<file path="config.mk">
export PLATFORM = sky130hd
export DESIGN_NAME = soc_system_tc_mem_arbiter
export DESIGN_NICKNAME = d
export VERILOG_FILES = /design/src/rtl/soc_system_tc_mem_pkg.sv /design/src/rtl/soc_system_tc_mem_rr_arb.sv /design/src/rtl/soc_system_tc_mem_arbiter.sv
export SDC_FILE = /design/constraint.sdc
export NUM_CORES = 1
export LEC_CHECK = 0
export ABC_AREA = 1
export CELL_PAD_IN_SITES_DETAIL_PLACEMENT = 0
export CELL_PAD_IN_SITES_GLOBAL_PLACEMENT = 1
export CORE_ASPECT_RATIO = 1.25
export CORE_MARGIN = 1.5
export CORE_UTILIZATION = 21
export CTS_BUF_LIST = sky130_fd_sc_hd__clkbuf_4 sky130_fd_sc_hd__clkbuf_8
export CTS_CLUSTER_SIZE = 16
export DETAILED_ROUTE_END_ITERATION = 12
export HOLD_SLACK_MARGIN = 0.03
export PLACE_DENSITY_LB_ADDON = 0.25
export RECOVER_POWER = 50
export SKIP_CTS_REPAIR_TIMING = 1
export SKIP_LAST_GASP = 1
export SYNTH_ARGS = -nofsm -noshare
export SYNTH_HDL_FRONTEND = slang
export SYNTH_HIERARCHICAL = 1
export SYNTH_SLANG_ARGS = --single-unit
</file>
<file path="constraint.sdc">
create_clock -name clk -period 4 [get_ports clk]
set_input_delay 1 -clock clk [delete_from_list [all_inputs] [get_ports clk]]
set_output_delay 1 -clock clk [all_outputs]
set_load 0.02 [all_outputs]
</file>
<file path="src/rtl/soc_system_tc_mem_pkg.sv">
// Shared constants and types for the TCM port-2 arbiter slice.
package soc_system_tc_mem_pkg;

  localparam int ADDR_W  = 13;
  localparam int DATA_W  = 32;
  localparam int BE_W    = 4;
  localparam int DEPTH   = 6144;
  localparam int BURST_W = 4;

  typedef enum logic [1:0] {
    IDLE     = 2'd0,
    WR_BURST = 2'd1,
    RD_BURST = 2'd2
  } state_e;

  // One entry of the read-return pipeline: beat valid, owning master, out-of-range
  typedef struct packed {
    logic valid;
    logic id;
    logic oob;
  } rd_pipe_t;

endpackage

</file>
<file path="src/rtl/soc_system_tc_mem_rr_arb.sv">
// Two-way round-robin arbiter; the pointer names the master favoured on contention.
module soc_system_tc_mem_rr_arb
  import soc_system_tc_mem_pkg::*;
(
  input  logic       clk,
  input  logic       rst,
  input  logic [1:0] req,
  input  logic       advance,
  output logic [1:0] gnt,
  output logic       ptr_q
);

  logic ptr_d;

  // Pointer flips once per completed burst
  always_comb begin
    ptr_d = ptr_q;
    if (advance) ptr_d = ~ptr_q;
  end

  // Pointer register, m0 favoured out of reset
  always_ff @(posedge clk or posedge rst) begin
    if (rst) ptr_q <= 1'b0;
    else     ptr_q <= ptr_d;
  end

  // A lone requester wins outright; on contention the pointer decides
  always_comb begin
    gnt = 2'b00;
    unique case (req)
      2'b01:   gnt = 2'b01;
      2'b10:   gnt = 2'b10;
      2'b11:   gnt = ptr_q ? 2'b10 : 2'b01;
      default: gnt = 2'b00;
    endcase
  end

endmodule

</file>
<file path="src/rtl/soc_system_tc_mem_arbiter.sv">
// Shares TCM port 2 between two Avalon-MM burst masters (m0 = MAC DMA, m1 = HPS bridge).
// Arbitration only at burst boundaries; burst addresses generated here; the 1-cycle
// memory read latency is covered by a one-stage read-return pipeline.
module soc_system_tc_mem_arbiter #(
  parameter int ADDR_W  = soc_system_tc_mem_pkg::ADDR_W,
  parameter int DATA_W  = soc_system_tc_mem_pkg::DATA_W,
  parameter int DEPTH   = soc_system_tc_mem_pkg::DEPTH,
  parameter int BURST_W = soc_system_tc_mem_pkg::BURST_W
) (
  input  logic               clk,
  input  logic               reset,
  input  logic [ADDR_W-1:0]  m0_address,
  input  logic [3:0]         m0_byteenable,
  input  logic               m0_read,
  input  logic               m0_write,
  input  logic [DATA_W-1:0]  m0_writedata,
  input  logic [BURST_W-1:0] m0_burstcount,
  output logic               m0_waitrequest,
  output logic [DATA_W-1:0]  m0_readdata,
  output logic               m0_readdatavalid,
  input  logic [ADDR_W-1:0]  m1_address,
  input  logic [3:0]         m1_byteenable,
  input  logic               m1_read,
  input  logic               m1_write,
  input  logic [DATA_W-1:0]  m1_writedata,
  input  logic [BURST_W-1:0] m1_burstcount,
  output logic               m1_waitrequest,
  output logic [DATA_W-1:0]  m1_readdata,
  output logic               m1_readdatavalid,
  output logic [ADDR_W-1:0]  mem_address,
  output logic [3:0]         mem_byteenable,
  output logic               mem_chipselect,
  output logic               mem_write,
  output logic [DATA_W-1:0]  mem_writedata,
  input  logic [DATA_W-1:0]  mem_readdata,
  input  logic               err_clr,
  output logic               m0_oob_err,
  output logic               m1_oob_err
);
  import soc_system_tc_mem_pkg::*;

  state_e             state_q, state_d;
  logic [ADDR_W-1:0]  base_q, base_d;
  logic [BURST_W-1:0] bc_q, bc_d;
  logic [BURST_W-1:0] cnt_q, cnt_d;
  logic               id_q, id_d;
  rd_pipe_t           pipe_q, pipe_d;
  logic [1:0]         err_q, err_d;

  logic [1:0]         req, gnt;
  logic               rr_ptr, advance;
  logic [BURST_W-1:0] bc_in;
  logic [ADDR_W-1:0]  beat_addr;
  logic               beat_oob, issue, issue_oob;
  logic               g_write;
  logic [3:0]         g_be;
  logic [DATA_W-1:0]  g_wd;

  assign req = {m1_read | m1_write, m0_read | m0_write};

  soc_system_tc_mem_rr_arb u_rr_arb (
    .clk     (clk),
    .rst     (reset),
    .req     (req),
    .advance (advance),
    .gnt     (gnt),
    .ptr_q   (rr_ptr)
  );

  // On contention the grant must follow the round-robin pointer
  a_rr_follows_ptr: assert property (@(posedge clk) disable iff (reset)
    (state_q == IDLE && req == 2'b11) |-> (gnt[1] == rr_ptr));

  // State and datapath registers; reset abandons any burst and pending read data
  always_ff @(posedge clk or posedge reset) begin
    if (reset) begin
      state_q <= IDLE;
      base_q  <= '0;
      bc_q    <= '0;
      cnt_q   <= '0;
      id_q    <= 1'b0;
      pipe_q  <= '0;
      err_q   <= '0;
    end else begin
      state_q <= state_d;
      base_q  <= base_d;
      bc_q    <= bc_d;
      cnt_q   <= cnt_d;
      id_q    <= id_d;
      pipe_q  <= pipe_d;
      err_q   <= err_d;
    end
  end

  // Next state: grant latch in IDLE, beat counting in bursts, read pipe, sticky errors
  always_comb begin
    state_d = state_q;
    base_d  = base_q;
    bc_d    = bc_q;
    cnt_d   = cnt_q;
    id_d    = id_q;
    advance = 1'b0;
    bc_in   = gnt[1] ? m1_burstcount : m0_burstcount;

    pipe_d.valid = (state_q == RD_BURST);
    pipe_d.id    = id_q;
    pipe_d.oob   = issue_oob;

    // Clear first so a same-cycle error still sets the flag
    err_d = err_clr ? 2'b00 : err_q;
    if (issue && issue_oob) err_d[id_q] = 1'b1;

    unique case (state_q)
      IDLE: begin
        if (gnt != 2'b00) begin
          id_d    = gnt[1];
          base_d  = gnt[1] ? m1_address : m0_address;
          bc_d    = (bc_in == '0) ? BURST_W'(1) : bc_in;
          cnt_d   = '0;
          state_d = (gnt[1] ? m1_write : m0_write) ? WR_BURST : RD_BURST;
        end
      end
      WR_BURST, RD_BURST: begin
        if (issue) begin
          cnt_d = cnt_q + BURST_W'(1);
          if (cnt_q == bc_q - BURST_W'(1)) begin
            state_d = IDLE;
            advance = 1'b1;
          end
        end
      end
      default: state_d = IDLE;
    endcase
  end

  // Outputs: waitrequest, memory command for the current beat, read return
  always_comb begin
    m0_waitrequest = 1'b1;
    m1_waitrequest = 1'b1;
    mem_address    = '0;
    mem_byteenable = '0;
    mem_chipselect = 1'b0;
    mem_write      = 1'b0;
    mem_writedata  = '0;
    issue          = 1'b0;
    issue_oob      = 1'b0;
    g_write        = id_q ? m1_write      : m0_write;
    g_be           = id_q ? m1_byteenable : m0_byteenable;
    g_wd           = id_q ? m1_writedata  : m0_writedata;
    beat_addr      = base_q + ADDR_W'(cnt_q);
    beat_oob       = {1'b0, beat_addr} >= (ADDR_W + 1)'(DEPTH);

    unique case (state_q)
      WR_BURST: begin
        if (id_q) m1_waitrequest = 1'b0;
        else      m0_waitrequest = 1'b0;
        if (g_write) begin
          issue          = 1'b1;
          issue_oob      = beat_oob;
          mem_address    = beat_addr;
          mem_byteenable = g_be;
          mem_writedata  = g_wd;
          mem_chipselect = ~beat_oob;
          mem_write      = ~beat_oob;
        end
      end
      RD_BURST: begin
        // Command is accepted on the first burst cycle only
        if (cnt_q == '0) begin
          if (id_q) m1_waitrequest = 1'b0;
          else      m0_waitrequest = 1'b0;
        end
        issue          = 1'b1;
        issue_oob      = beat_oob;
        mem_address    = beat_addr;
        mem_byteenable = '1;
        mem_chipselect = ~beat_oob;
      end
      default: ;
    endcase

    m0_readdatavalid = pipe_q.valid & ~pipe_q.id;
    m1_readdatavalid = pipe_q.valid &  pipe_q.id;
    m0_readdata      = (m0_readdatavalid && !pipe_q.oob) ? mem_readdata : '0;
    m1_readdata      = (m1_readdatavalid && !pipe_q.oob) ? mem_readdata : '0;
    m0_oob_err       = err_q[0];
    m1_oob_err       = err_q[1];
  end

endmodule
</file>
==> impl_metrics.csv, run 1 <==
group,metric,value,unit
run_status,status,"complete, but fails checks",
run_status,violations,"max-capacitance violations, max-slew violations",
synth,synth_ff_type,"dfrtp_1",
drt,drt_iter0_markers,193,
critical_path,cp_data_arrival_time,2960,ps
cts,clock-root-buffer,"clkbuf_8",
critical_path,cp-end-kind,"primary output",
die,die_h,135.7,µm
drt,ant_nets,0,
die,core,13750,µm²
final_layout,stdcell_count,956,
power,p_leak,2.930,nW
run,drv_cap,1,
placement,place.gp.congestion,0.8569,
synth,yosys_warnings,6,
drt,vias_per_cell,4.359,
global_route,grt_overflow,0,
final_layout,area_growth,99.07,%
synth,synth_cells,521,
critical_path,critical_path_class,"input pin to primary output",
cts,clk_latency,290,ps
final_layout,drive_above_1_share,4.866,%
global_route,grt_use_total,18.92,%
placement,postPlaceCellArea,5791,µm²
final_layout,stdcell_area,5886,µm²
synth,synth_area,2957,µm²
timing,slew_violations,30,
global_route,grt_max_degree,41,
synth,syn_avg_cell_area,5.675,µm²
global_route,grt_pass1_wl,21030,µm
cts,htree_num_levels,2,
drt,drt_wl_total,14840,µm
timing,period_share,99.04,%
timing,max-slew-margin-rel,-10.62,%
timing,max_freq,252.4,MHz
critical_path,cp_max_fo,5,
critical_path,start_kind,"input pin",
placement,numPortBuffers,265,
synth,syn_nets,677,
synth,synth_cell_types,28,
synth,ys_seq_area_share,25.39,%
synth,async_flop_share,100.0,%
cts,cts.sinks,30,
timing,clock_skew,6.188,ps
cts,cts_buffers,5,
cts,cts_tree,"built",
power,ir_worst_vdd,0.0002347,V
cts,clockBufferDepth,2,
timing,hold_viol,0,
timing,period_needed,3962,ps
placement,placed_cells,949,
synth,ys_ff_latch,30,
cts,clk_pin_slew_worst_paths,60,ps
drt,route.vias.total,4167,
drt,wire_per_inst,15.53,µm
timing,worst_pin_slew,1659,ps
critical_path,required,3000,ps
synth,synth_edf_count,0,
global_route,antenna_found_initial,1,
final_layout,nets,937,
global_route,grt_pass1_vias,3923,
drt,firstDrtPassIters,4,
die,num_rows,48,
die,die_area,14800,µm²
placement,dpl.hpwl,12220,µm
die,start_util,21.50,%
timing,rsz0062_at_grt,"true",
min_path,hold_class,"register to register",
power,power_density,499.4,nW/µm²
drt,drc,0,
final_layout,diodes,0,
die,dieWidth,109.1,µm
die,pin_count,266,
timing,setup_viol,0,
final_layout,final_core_util,42.79,%
-- per-layer routing --
metal	vias up	global-route usage, %	part of all wire, %
met2	195	35.17	50
met5	-	0	0.088
met1	1831	21.53	40
li1	2125	-	-
met4	2	4.532	1.3
met3	14	4.137	8.6
-- cell families after synthesis --
family	after synthesis	synth area share (%)
AND/OR/NAND/NOR	290	38.47
buffers and inverters	95	12.61
AO/OA/AOI/OAI	84	15.19
flip-flops	30	25.39
adder cells (fa/ha/maj)	11	4.909
XOR/XNOR	8	2.370
multiplexers	3	1.058
-- worst max-delay path: stages --
cell	delay, ps
dlygate4sd3_1	550
nand2_1	60
nand2_1	120
nand2_2	70
nand2_1	70
nand2_1	120
buf_4	190
a21oi_1	160
clkdlybuf4s50_1	630
-- path summary, 6_finish.rpt --
kind                               start           endpoint  slack [ps]  cells past startpoint
worst max register to register      id_q           cnt_q[3]        1900                     12
min in group asynchronous          reset     u_rr_arb/ptr_q        1010                      2
worst max-delay path            m1_write  mem_byteenable[3]          40                      9
max in group asynchronous          reset          base_q[6]        1270                      3
worst min register to register  err_q[0]           err_q[0]         490                      2
worst min-delay path            err_q[0]           err_q[0]         490                      2
-- placed cells by master, fill, tap and decap left out, drive strengths merged, types with 8 or more instances in the layout --
| master | netlist | layout |
|---|---|---|
| buf | 8 | 20 |
| clkbuf | 17 | 10 |
| a21oi | 52 | 52 |
| nor2 | 98 | 98 |
| o21ai | 17 | 17 |
| dlymetal6s2s | 0 | 8 |
| inv | 70 | 70 |
| dlygate4sd3 | 0 | 30 |
| dfrtp | 30 | 30 |
| clkdlybuf4s50 | 0 | 217 |
| a31oi | 13 | 13 |
| nand2 | 169 | 169 |
| ha | 10 | 10 |
| nand3 | 12 | 12 |
-- metrics by stage --
| stage | total power, mW | setup TNS, ps | hold slack [ps] | setup slack (ps) |
|---|---|---|---|---|
| after floorplan | 1.846 | 0 | 440.8 | 1084 |
| after global placement | 2.741 | 0 | 469.7 | 49.19 |
| after detailed placement | 2.759 | 0 | 480.3 | 39.77 |
| after CTS | 3.021 | 0 | 497.0 | 14.34 |
| after global routing | 3.195 | -611.4 | 519.0 | -106.3 |
| final | 2.939 | 0 | 488.0 | 38.41 |
-- synthesized netlist by cell type (2+ instances only) --
library cell / instances / share of area (%)
nand2_1: 168 / 21
nor2_1: 98 / 12
inv_1: 65 / 8.3
a21oi_1: 51 / 8.6
dfrtp_1: 30 / 25
clkbuf_1: 17 / 2.2
a31oi_1: 13 / 2.8
nand3_1: 12 / 2.0
o21ai_0: 12 / 2.0
ha_1: 10 / 4.2
buf_2: 7 / 1.2
inv_2: 5 / 0.63
nand4_1: 5 / 1.1
xor2_1: 5 / 1.5
o21ai_1: 4 / 0.68
or2_2: 3 / 0.63
xnor2_1: 3 / 0.89
mux2i_1: 2 / 0.68
nand3b_1: 2 / 0.51
-- power by group --
group          leakage (nW)  internal [mW]  total [mW]  switching, mW
registers             0.368          0.436       0.588          0.152
clock network        0.0452          0.133       0.246          0.113
logic                  2.52          0.853        2.10           1.25
-- sequential cells by signal (all words and copies together), names as in the netlist --
signal / count
cnt_q: 4
err_q: 2
u_rr_arb/ptr_q: 1
base_q: 13
id_q: 1
bc_q: 4
pipe_q: 3
state_q: 2
-- final cells by class --
class / instances / area, µm²
Clock buffer: 7 / 83.83
Tap cell: 175 / 219.0
Inverter: 70 / 265.3
Sequential cell: 30 / 750.7
Timing Repair Buffer: 278 / 2739
Fill cell: 1483 / 7868
Multi-Input combinational cell: 396 / 1828
Note: power is estimated with default switching activity, not from simulation.
==> run 2, diff against run 1 <==
- CELL_PAD_IN_SITES_DETAIL_PLACEMENT: 0 -> 2
- CELL_PAD_IN_SITES_GLOBAL_PLACEMENT: 1 -> 2
- CORE_UTILIZATION: 21 -> 15
==> run 2 against run 1 <==
  * Register-to-register slack is essentially flat
  * Largest power group unchanged
  * Non-clock buffer count grew 5
  * The run still ends with max-capacitance violations, max-slew violations left
  * Clock skew shrank 4.2 ps
  * Via count grew 4.8%
  * Clock power is essentially flat
  * First-iteration DRC count shrank 36%
  * Routed wire length grew 19%
==> impl_metrics.csv, run 2 (same netlist as run 1, synthesis figures left out) <==
group,metric,value,unit
final_layout,diodes,0,
final_layout,drive_above_1_share,4.580,%
placement,postPlaceCellArea,5978,µm²
cts,clk_latency,280,ps
timing,setup_tns,0,ps
global_route,use_met3,3.585,%
timing,clock_skew,1.940,ps
drt,drt_wl_total,17680,µm
global_route,grt_overflow,0,
cts,cts_tree,"built",
die,pin_count,266,
final_layout,final_common_cell,"clkdlybuf4s50_1",
cts,clockBufferDepth,2,
critical_path,cp_max_fo,5,
timing,period_share,98.41,%
final_layout,most-common-layout-cells,"244 x clkdlybuf4s50_1, 168 x nand2_1, 98 x nor2_1, 65 x inv_1, 51 x a21oi_1",
drt,ant_nets,0,
cts,cts.sinks,30,
timing,rsz0062_at_grt,"true",
timing,max_freq,254.1,MHz
die,num_rows,57,
global_route,grt_max_degree,41,
timing,worst_pin_slew,1703,ps
drt,firstDrtPassIters,4,
global_route,grt_pass1_vias,4739,
die,die_h,160.0,µm
drt,wire_per_inst,16.82,µm
timing,slew_violations,30,
timing,period_needed,3936,ps
global_route,use_met1,16.82,%
critical_path,required,3000,ps
run_status,status,"complete, but fails checks",
cts,cts_buffers,5,
critical_path,critical_path_class,"input pin to primary output",
final_layout,top_register,"base_q",
global_route,grt.busiest_layer,"met2",
global_route,grt_use_total,16.76,%
drt,drc,0,
final_layout,reg.largest.list,"base_q (13), bc_q (4), cnt_q (4)",
global_route,use_met2,34.19,%
global_route,antenna_found_initial,1,
critical_path,cp_data_arrival_time,2940,ps
final_layout,stdcell_count,1051,
die,core,19400,µm²
final_layout,stdcell_area,6106,µm²
critical_path,cp-end-kind,"primary output",
final_layout,largest_reg_flops,13,
min_path,hold_class,"register to register",
drt,vias_per_cell,4.154,
timing,setup_viol,0,
global_route,grt_pass1_wl,26700,µm
die,die_area,20570,µm²
power,power_density,502.7,nW/µm²
placement,placed_cells,1044,
timing,hold_viol,0,
timing,holdWs,480.1,ps
drt,route.vias.total,4366,
placement,numPortBuffers,265,
placement,dpl.hpwl,15010,µm
power,ir_worst_vdd,0.0001843,V
cts,htree_num_levels,2,
placement,place.gp.congestion,0.7588,
run,drv_cap,1,
final_layout,nets,942,
drt,drt_iter0_markers,123,
cts,clock-root-buffer,"clkbuf_8",
die,start_util,15.24,%
power,p_leak,3.037,nW
timing,max-slew-margin-rel,-13.56,%
final_layout,area_growth,106.5,%
die,dieWidth,128.6,µm
critical_path,start_kind,"input pin",
run_status,violations,"max-capacitance violations, max-slew violations",
cts,clk_pin_slew_worst_paths,60,ps
run 2: changes by cell type in the layout (fill, tap and decap cells not counted), sizes merged:
cell	before	now
clkbuf	10	8
buf	20	17
dlygate4sd3	30	3
dlymetal6s2s	8	18
clkdlybuf4s50	217	244
run 2: report_power, final:
group	switching [mW]	internal, mW
sequential	0.154	0.437
clock	0.112	0.133
combinational	1.33	0.904
run 2: path summary, 6_finish.rpt:
kind	from	endpoint	slack, ps	cells after the start
hold reg to reg	err_q[1]	err_q[1]	480	2
max in group asynchronous	reset	base_q[11]	1230	3
hold / removal	err_q[1]	err_q[1]	480	2
setup / recovery	m1_write	mem_address[1]	60	9
setup reg to reg	cnt_q[0]	err_q[1]	1890	11
min in group asynchronous	reset	u_rr_arb/ptr_q	1020	2
run 2: per-stage QoR:
step	worst slack [ps]	power (mW)	util, %
after detailed placement	-90.36	2.907	30.82
after floorplan	1084	1.846	-
after global routing	-24.64	3.374	31.48
final	63.79	3.070	31.48
after global placement	-98.17	2.805	30.82
after CTS	-108.5	3.174	31.25
run 2: worst max-delay path, stage by stage:
cell,delay [ps]
clkdlybuf4s50_1,480
nand2_1,60
nand2_1,160
nand2_2,70
nand2_1,60
nand2_1,170
buf_4,220
nor2_1,100
clkdlybuf4s50_1,610
run 2: metal layers:
metal / routed length (µm) / part of all wire, % / vias to the layer above
met2: 9818 / 56 / 159
li1: - / - / 2139
met3: 1165 / 6.6 / 15
met4: 233 / 1.3 / 2
met1: 6450 / 36 / 2051
met5: 12 / 0.068 / -
run 2: cell type report:
type	instances	area (µm²)
fillers	2323	13290
repair buffers	283	2841
multi-input cells	396	1833
flip-flops and latches	30	750.7
well taps	265	331.6
inverters	70	265.3
clock buffers	7	83.83
==> run 3, diff against run 2 <==
- CTS_CLUSTER_SIZE: 16 -> unset
- TNS_END_PERCENT: unset -> 5
==> run 3 against run 2 <==
  * The flow finishes with violations (max-capacitance violations, max-slew violations, negative setup slack)
  * Routed wire length rose by 0.17%
  * Critical path type unchanged
  * Design area fell by 0.98%
  * Power fell by 0.54%
  * Worst hold slack barely moved
  * Via count barely moved
  * Setup slack got worse by 100 ps
  * First-iteration DRC count fell by 1.6%
  * Maximum frequency fell by 2.5%
  * Sequential share of layout area rose by 0.12 points
  * Clock skew fell by 0.93 ps
==> impl_metrics.csv, run 3 (same netlist as run 1, synthesis figures left out) <==
group,metric,value,unit
min_path,holdPathStages,2,
cts,cts_buffers,5,
cts,cts_tree,"built",
final_layout,reg.largest.list,"base_q (13), bc_q (4), cnt_q (4)",
drt,drc,0,
final_layout,final_common_cell,"clkdlybuf4s50_1",
timing,hold_viol,0,
run_status,status,"complete, but fails checks",
critical_path,crit_cells,10,
power,p_leak,2.784,nW
global_route,use_met3,3.585,%
critical_path,cp-end-kind,"primary output",
final_layout,drive_above_1_share,3.690,%
die,start_util,15.24,%
global_route,antenna_found_initial,1,
cts,clk_pin_slew_worst_paths,60,ps
timing,holdWs,480.6,ps
critical_path,crit_chain,"clkdlybuf4s50_1 > nand2_1 > nand2_1 > nand2_2 > nand2_1 > nand2_1 > inv_2 > o21ai_0 > a21oi_1 > clkdlybuf4s50_1",
placement,post-place-ws,-90.36,ps
die,core,19400,µm²
timing,setup_viol,4,
critical_path,slowest_delay,620,ps
power,power.switching,1.592,mW
timing,worst_pin_slew,1717,ps
final_layout,largest_reg_flops,13,
run_status,violations,"max-capacitance violations, max-slew violations, negative setup slack",
critical_path,critPathSlowestCell,"clkdlybuf4s50_1",
critical_path,cp_max_fo,8,
die,die_h,160.0,µm
cts,cts.sinks,30,
critical_path,required,3000,ps
drt,route.vias.total,4368,
global_route,use_met2,34.19,%
placement,place.gp.congestion,0.7588,
placement,dpl.hpwl,15010,µm
timing,rsz0062_at_grt,"true",
drt,ant_nets,0,
critical_path,cp_data_arrival_time,3040,ps
final_layout,top_register,"base_q",
drt,drt_iter0_markers,121,
global_route,grt_use_total,16.76,%
global_route,grt_max_degree,41,
global_route,grt.busiest_layer,"met2",
power,power_density,505.0,nW/µm²
power,internal_power,1.461,mW
timing,slew_violations,30,
die,pin_count,266,
critical_path,critical_path_class,"input pin to primary output",
run,drv_cap,1,
critical_path,rrSetupSlack,1760,ps
timing,period_needed,4038,ps
drt,wire_per_inst,16.85,µm
global_route,grt_pass1_wl,26700,µm
min_path,hold_class,"register to register",
timing,max-slew-margin-rel,-14.50,%
global_route,use_met1,16.82,%
timing,fin_ws,-37.90,ps
critical_path,rr_worst_depth,10,
die,dieWidth,128.6,µm
final_layout,area_growth,104.5,%
power,pwr-share-seq,19.4,%
drt,vias_per_cell,4.156,
power,clockPowerShare,8.1,%
critical_path,path_delay_family,"buffers and inverters",
cts,clk_latency,280,ps
final_layout,nets,942,
global_route,grt_overflow,0,
die,die_area,20570,µm²
timing,clock_skew,1.005,ps
placement,numPortBuffers,265,
timing,max_freq,247.7,MHz
critical_path,start_kind,"input pin",
drt,drt_wl_total,17710,µm
critical_path,crit_buf_inv,3,
final_layout,diodes,0,
cts,clock-root-buffer,"clkbuf_8",
cts,clockBufferDepth,2,
timing,period_share,100.9,%
global_route,grt_pass1_vias,4739,
power,finalPower,3.053,mW
final_layout,most-common-layout-cells,"242 x clkdlybuf4s50_1, 168 x nand2_1, 98 x nor2_1, 67 x inv_1, 51 x a21oi_1",
critical_path,cp_common_cell,"nand2_1",
power,power_frac_comb,72.5,%
drt,firstDrtPassIters,4,
die,num_rows,57,
cts,htree_num_levels,2,
power,ir_worst_vdd,0.0001852,V
power,switching_share,52.14,%
run 3: power by group through the flow:
stage | Combinational, mW | Sequential [mW] | Clock [mW]
after detailed placement | 2.31 | 0.600 | 0
after global routing | 2.46 | 0.618 | 0.270
after floorplan | 1.30 | 0.546 | 0
after CTS | 2.32 | 0.597 | 0.261
after global placement | 2.22 | 0.587 | 0
final | 2.21 | 0.591 | 0.247
run 3: path summary, 6_finish.rpt:
path / start / to
setup / recovery: m1_write / mem_address[5]
max in group asynchronous: reset / base_q[4]
hold reg to reg: err_q[1] / err_q[1]
min in group asynchronous: reset / u_rr_arb/ptr_q
hold / removal: err_q[1] / err_q[1]
setup reg to reg: u_rr_arb/ptr_q / cnt_q[3]
run 3: final cells by class:
class,count,area (µm²)
Fill cell,2337,13350
Timing Repair Buffer,283,2788
Multi-Input combinational cell,396,1829
Sequential cell,30,750.7
Tap cell,265,331.6
Inverter,70,262.8
Clock buffer,7,83.83
run 3: tightest hold or removal path, cell delays in order, from the launching register on:
cell and delay [ps]:
dfrtp_1 340, nand2_1 50, nand2_1 60
run 3: metrics by stage:
step / TNS, ps / utilization [%] / instance area [µm²] / cells
6_report: -92.92 / 31.17 / 6046 / 1051
5_1_grt: -1817 / 31.17 / 6046 / 1051
4_1_cts: -784.0 / 31.25 / 6062 / 1051
3_5_place_dp: -522.5 / 30.82 / 5978 / 1044
3_3_place_gp: -577.0 / 30.82 / 5978 / 1044
2_1_floorplan: 0 / - / 2957 / 521
run 3: routing by layer:
metal	share of wire [%]	wire length, µm
met1	37	6479
met3	6.6	1162
met5	0.068	12
met4	1.3	233
met2	55	9822
